File: config.mk
export PLATFORM = sky130hd
export DESIGN_NAME = aes_uart_block_sender
export DESIGN_NICKNAME = d
export VERILOG_FILES = /design/src/rtl/uart_pkg.sv /design/src/rtl/aes_uart_block_sender.sv
export SDC_FILE = /design/constraint.sdc
export NUM_CORES = 1
export LEC_CHECK = 0
export BUFFER_PORTS_ARGS = -buffer_cell sky130_fd_sc_hd__clkbuf_2
export CAP_MARGIN = 15
export CORE_UTILIZATION = 56
export CTS_CLUSTER_SIZE = 40
export DETAILED_ROUTE_END_ITERATION = 10
export PLACE_DENSITY_LB_ADDON = 0.25
export SLEW_MARGIN = 20
export SYNTH_ARGS = -nofsm -noshare
export SYNTH_HDL_FRONTEND = slang
export SYNTH_SLANG_ARGS = --single-unit
File: constraint.sdc
create_clock -name sys_clk -period 6.3 [get_ports sys_clk]
set_clock_uncertainty 0.15 [all_clocks]
set_input_delay 0 -clock sys_clk [delete_from_list [all_inputs] [get_ports sys_clk]]
set_output_delay 0 -clock sys_clk [all_outputs]
set_load 0.02 [all_outputs]
File: src/rtl/uart_pkg.sv
// Shared definitions for the UART transmit path: block sender FSM states,
// AES block width and the baud divider helper used by both sender and transmitter.
package uart_pkg;

  localparam int AES_BLK_W = 128;

  localparam int DEF_CLK_FREQ = 50000000;
  localparam int DEF_UART_BPS = 9600;
  localparam int BAUD_CNT_MAX = DEF_CLK_FREQ / DEF_UART_BPS;

  function automatic int baud_cnt_max(input int clk_freq, input int uart_bps);
    return clk_freq / uart_bps;
  endfunction

  typedef enum logic [2:0] {
    IDLE      = 3'd0,
    CHECK     = 3'd1,
    PULSE     = 3'd2,
    WAIT_BUSY = 3'd3,
    WAIT_DONE = 3'd4,
    GAP       = 3'd5
  } sender_state_t;

endpackage

File: src/rtl/aes_uart_block_sender.sv
// Splits one accepted AES block into bytes (MSB first) and feeds them one at a
// time to uart_tx, waiting out each frame plus a full bit time before the next.
module aes_uart_block_sender
  import uart_pkg::*;
#(
  parameter int UART_BPS   = 9600,
  parameter int CLK_FREQ   = 50000000,
  parameter int GAP_CYCLES = baud_cnt_max(CLK_FREQ, UART_BPS),
  parameter int NUM_BYTES  = 16
) (
  input  logic                   sys_clk,
  input  logic                   sys_rst_n,
  input  logic [8*NUM_BYTES-1:0] blk_data,
  input  logic                   blk_valid,
  output logic                   blk_ready,
  output logic [7:0]             pi_data,
  output logic                   pi_flag,
  input  logic                   tx_busy,
  output logic                   blk_done
);

  localparam int BW    = 8 * NUM_BYTES;
  localparam int CNT_W = (NUM_BYTES > 1) ? $clog2(NUM_BYTES) : 1;
  localparam int GAP_W = $clog2(GAP_CYCLES + 1);

  localparam logic [CNT_W-1:0] BYTE_LAST = CNT_W'(NUM_BYTES - 1);
  localparam logic [GAP_W-1:0] GAP_LAST  = GAP_W'(GAP_CYCLES - 1);

  sender_state_t    state, state_next;
  logic [BW-1:0]    shift_reg, shift_next;
  logic [CNT_W-1:0] byte_cnt, byte_next;
  logic [GAP_W-1:0] gap_cnt, gap_next;
  logic [7:0]       pi_data_next;
  logic             pi_flag_next, done_next, ready_next;

  always_ff @(posedge sys_clk or negedge sys_rst_n) begin
    if (!sys_rst_n) begin
      state     <= IDLE;
      shift_reg <= '0;
      byte_cnt  <= '0;
      gap_cnt   <= '0;
      pi_data   <= 8'h00;
      pi_flag   <= 1'b0;
      blk_done  <= 1'b0;
      blk_ready <= 1'b0;
    end else begin
      state     <= state_next;
      shift_reg <= shift_next;
      byte_cnt  <= byte_next;
      gap_cnt   <= gap_next;
      pi_data   <= pi_data_next;
      pi_flag   <= pi_flag_next;
      blk_done  <= done_next;
      blk_ready <= ready_next;
    end
  end

  // blk_ready is registered so it stays low in the IDLE cycle carrying blk_done
  // and in the cycle where a transfer is taken.
  always_comb begin
    state_next   = state;
    shift_next   = shift_reg;
    byte_next    = byte_cnt;
    gap_next     = gap_cnt;
    pi_data_next = pi_data;
    pi_flag_next = 1'b0;
    done_next    = 1'b0;
    ready_next   = 1'b0;

    case (state)
      IDLE: begin
        if (blk_valid && blk_ready) begin
          shift_next = blk_data;
          byte_next  = '0;
          state_next = CHECK;
        end else begin
          ready_next = 1'b1;
        end
      end
      CHECK: begin
        if (!tx_busy) begin
          pi_data_next = shift_reg[BW-1 -: 8];
          pi_flag_next = 1'b1;
          state_next   = PULSE;
        end
      end
      PULSE: state_next = WAIT_BUSY;
      WAIT_BUSY: begin
        if (tx_busy) state_next = WAIT_DONE;
      end
      WAIT_DONE: begin
        if (!tx_busy) begin
          gap_next   = GAP_LAST;
          state_next = GAP;
        end
      end
      GAP: begin
        if (gap_cnt == '0) begin
          if (byte_cnt == BYTE_LAST) begin
            done_next  = 1'b1;
            state_next = IDLE;
          end else begin
            shift_next = shift_reg << 8;
            byte_next  = byte_cnt + CNT_W'(1);
            state_next = CHECK;
          end
        end else begin
          gap_next = gap_cnt - GAP_W'(1);
        end
      end
      default: state_next = IDLE;
    endcase
  end

endmodule
Word-level counts from Yosys, hierarchy flattened
Cells that the tools add are included.
{ "op_classes": {"addsub": 2, "mul": 0, "div_mod_pow": 0, "magnitude_cmp": 0, "eq_ne": 13, "n_shift": 0, "n_mux": 25, "bitwise_logic": 1, "reduce_logical": 9} }
{ "op_table": {"columns": ["operator", "count"], "rows": [
  ["128-bit 2-to-1 mux", 3],
  ["128-bit case mux with 2 select lines", 1],
  ["13-bit 2-to-1 mux", 2],
  ["13-bit case mux with 2 select lines", 1],
  ["3-bit case mux with 6 select lines", 1],
  ["3-bit 2-to-1 mux", 5],
  ["2-bit != test (second input constant)", 7],
  ["13-bit zero test", 1],
  ["13-bit by 1-bit subtractor with 13-bit output (second input constant)", 1],
  ["4-bit 2-to-1 mux", 3],
  ["1-bit 2-to-1 mux", 8],
  ["4-bit case mux with 2 select lines", 1],
  ["3-bit by 2-bit == test with 1-bit output (second input constant)", 2],
  ["3-bit == test (second input constant)", 2],
  ["5-bit AND reduction", 1],
  ["4-bit by 1-bit adder with 4-bit output (second input constant)", 1],
  ["4-bit == test (second input constant)", 1],
  ["4-bit AND reduction", 1],
  ["2-bit nonzero test", 2],
  ["3-bit by 1-bit == test with 1-bit output (second input constant)", 1],
  ["3-bit zero test", 1],
  ["3-bit AND reduction", 1],
  ["2-bit AND reduction", 1],
  ["1-bit logical AND", 1],
  ["1-bit inverter", 1]
]} }
{ "word_totals": {"ff_bits": 159, "latchBits": 0, "ramBits": 0, "romBits": 0, "out_inout_bits": 11, "memories": 0} }

Depth between registers and ports, before layout
{ "logic_depth": {"word_depth": 4, "depth_mapped": 8} }

Worst setup path before layout
No wires, ideal clock.
{ "synth_timing": {"path_type": "register to register", "start": "register gap_cnt[0]", "end": "register shift_reg[75]", "setup_time_ps": 125, "arrival_time_ps": 1972, "required_time_ps": 6025, "slack_ps": 4053, "stages_incl_launch_ff": 9, "n_path_buf": 2, "synth_period_minus_slack_ps": 2247, "cell_sequence": "dfrtp_1 > inv_1 > ha_1 > nor4b_1 > a31oi_1 > nor3_4 > buf_6 > buf_6 > mux2_4"} }
{ "synth_via": {"elab_chain_len": 3} }
{ "synth_rtl": {"columns": ["item", "line", "text"], "rows": [
  ["from (decl)", "aes_uart_block_sender.sv:32", "logic [GAP_W-1:0] gap_cnt, gap_next;"],
  ["from (signal assigned)", "aes_uart_block_sender.sv:50", "gap_cnt <= gap_next;"],
  ["13-bit zero test", "aes_uart_block_sender.sv:98", "if (gap_cnt == '0) begin"],
  ["2-bit != test (no line)", null, null],
  ["4-bit AND reduction (no line)", null, null],
  ["to (signal assigned)", "aes_uart_block_sender.sv:48", "shift_reg <= shift_next;"],
  ["to (decl)", "aes_uart_block_sender.sv:30", "logic [BW-1:0] shift_reg, shift_next;"]
]} }
Every way passes these cells.
A chain may end at the register's enable or synchronous reset.

Worst setup path after layout
{ "layout_timing": {"start": "register gap_cnt[0]", "end": "register shift_reg[114]"} }
Same word-level chain as after synthesis.

==> results.tsv <==
metric	value	unit
Port Buffer Count	142	
min-delay worst type	in2async	
Vias	6552	
Reg clk slew, reported paths	0.06	ns
Slew Viols, Final	0	
Initial Util	0.584	
Bufs on Longest Clock Path	2	
H-Tree Level Count	4	
core area	14100	um^2
# DRC	0	
syn nets	948	
initial antenna violation count	1	
Mean Syn Cell Area	10.1	um^2
FFs w/ async S/R, synth	1.00	
GRT Resource Usage Total	0.295	
vias per std cell	5.22	
Post-Route WL	21200	um
final worst-path cycle share	0.486	
Worst-Skew Late Latency	0.44	ns
Sum Neg Setup Slack	0	ns
area delta synth->final	32.4	%
fmax	326	MHz
total grt overflow	0	
Post-synth EDFFs	0	
Final setup viols	0	
most common cell after layout, fill and taps aside	nand2_1	
max FFs per register	128	
cell count after placement	1091	
first-pass GRT wire length	33600	um
max_cap viols	0	
Crit Path Max Fanout	130	
routed length per instance	16.9	um
Syn Inst Count	813	
Layout fillers	912	
Pwr Density	477	nW/um^2
worst setup path startpoint	gap_cnt[0]$_DFFE_PN0P_	
Required @ worst endpoint	6.46	ns
synthesized area	8230	um^2
First-pass DRT Iterations	5	
pin count of the biggest net entering global routing	131	
critical path data arrival time	3.23	ns
Yosys top cell by area	dfrtp_1	
Least-Margin Pin Slew	0.950	ns
final worst hold slack	0.00234	ns
root buffer cell	clkbuf_16	
min setup slack post-route	3.24	ns
origin of the critical flop-to-flop path	gap_cnt[0]$_DFFE_PN0P_	
Startpoint Class	register	
Placer Congestion	0.810	
Die W	123	um
Yosys top cell area share	0.483	
Leak	5.44	nW
Ports	143	
clock sink count	159	
Netlist cell types	42	
share of cells above drive strength 1	0.295	
Rows	43	
CTS tree	yes	
Worst Setup Slack post-DPL	3.32	ns
HPWL after DPL	11200	um
number of global-route vias before repair	6716	
Design Power	5.19	mW
synth top area cells	dfrtp_1 (48%), mux2_4 (17%), nand2_1 (16%)	
Rel. slew slack	0.365	
Chip Height	123	um
Synth Flop Type	dfrtp_1	
layout net count	1197	
initial drt markers	504	
Post-CTS Setup Inserts	0	
Final Non-Filler Cells	1255	
maximum vdd drop	0.436	mV
RSZ-0062 raised after global routing	no	
status	finished, final reports clean	
Final ANT Viol Nets	0	
most frequent cells in the layout	nand2_1 (360), dfrtp_1 (159), clkbuf_2 (141)	
Worst setup EP type	register	
critical path class	reg2reg	
Final min period	3.06	ns
die area	15200	um^2
Ys Warns	0	
register area share after synthesis	0.483	
CTS buffer count	17	
Seq cells post-synth	159	
Hold Fails Final Rpt	0	
## metal layers
| layer | vias up | GRT usage | share of wire | wire [um] |
|---|---|---|---|---|
| li1 | 3164 | - | - | - |
| met1 | 3168 | 0.379 | 0.43 | 9020 |
| met2 | 178 | 0.497 | 0.51 | 10900 |
| met3 | 42 | 0.0572 | 0.038 | 799 |
| met4 | 0 | 0.106 | 0.023 | 480 |
| met5 | - | 0 | 0 | 0 |
## per-stage QoR
| stage | cell area (um^2) | util |
|---|---|---|
| 4_1_cts | 10900 | 0.771 |
| 3_5_place_dp | 8910 | 0.632 |
| 2_1_floorplan | 8230 | - |
| 5_1_grt | 10900 | 0.773 |
| 3_3_place_gp | 8910 | 0.632 |
| 6_report | 10900 | 0.773 |
## logic make-up (layout without fill, tap and decap cells)
kind of cell | after synthesis | after routing | synth area share
adder cells (fa/ha/maj) | 3 | 3 | 0.00456
other | 0 | 1 | 0
buffers and inverters | 61 | 322 | 0.0444
AND/OR/NAND/NOR | 409 | 409 | 0.204
flip-flops | 159 | 159 | 0.483
multiplexers | 139 | 139 | 0.230
AO/OA/AOI/OAI | 42 | 42 | 0.0337
## synth_stat cells (5+ instances only)
| cell type | count |
|---|---|
| a21oi_1 | 9 |
| buf_2 | 10 |
| buf_8 | 9 |
| clkbuf_1 | 23 |
| dfrtp_1 | 159 |
| inv_1 | 11 |
| mux2_2 | 38 |
| mux2_4 | 91 |
| mux2i_1 | 10 |
| nand2_1 | 360 |
| nand3_1 | 6 |
| nor2_1 | 10 |
| nor3_1 | 6 |
| o21ai_0 | 16 |
| o41ai_1 | 5 |
| or4_1 | 5 |
## report_power, final
part | switching (mW) | internal [mW] | leakage, nW
Sequential | 0.367 | 1.54 | 1.88
Combinational | 0.913 | 1.23 | 3.24
Clock | 0.417 | 0.719 | 0.308
Total | 1.70 | 3.50 | 5.44
## critical path, stage by stage (launching register included)
cell     delay [ns]
dfrtp_1        0.43
inv_1          0.10
ha_1           0.14
nor4b_1        0.38
a31oi_1        0.14
buf_4          0.20
nor3_4         0.21
buf_12         0.64
mux2_4         0.37
## worst paths after layout
kind                                              end  slack, ns  depth (start not counted)
max                        shift_reg[114]$_DFFE_PN0P_       3.24                          8
min                         shift_reg[61]$_DFFE_PN0P_      0.002                          2
max reg2reg                shift_reg[114]$_DFFE_PN0P_       3.24                          8
min reg2reg                   byte_cnt[3]$_DFFE_PN0P_       0.33                          1
max in group asynchronous      gap_cnt[5]$_DFFE_PN0P_       4.74                          4
min in group sys_clk         shift_reg[3]$_DFFE_PN0P_       0.22                          4
## final cells by class
class / instances / area [um^2] / area share
inverters: 11 / 41.3 / 0.00379
multi-input cells: 593 / 3890 / 0.357
well taps: 180 / 225 / 0.0207
clock inverters: 11 / 188 / 0.0172
clock buffers: 20 / 457 / 0.0419
repair buffers: 280 / 2110 / 0.194
flip-flops and latches: 159 / 3980 / 0.365
diodes: 1 / 2.50 / 0.000230
## repair_timing
| action | CTS | global route |
|---|---|---|
| hold buffers | 131 | 0 |
| endpoints found under the hold margin | 222 | 0 |
| gates resized for setup | 0 | 0 |
Power figures use the tool's default switching activity.
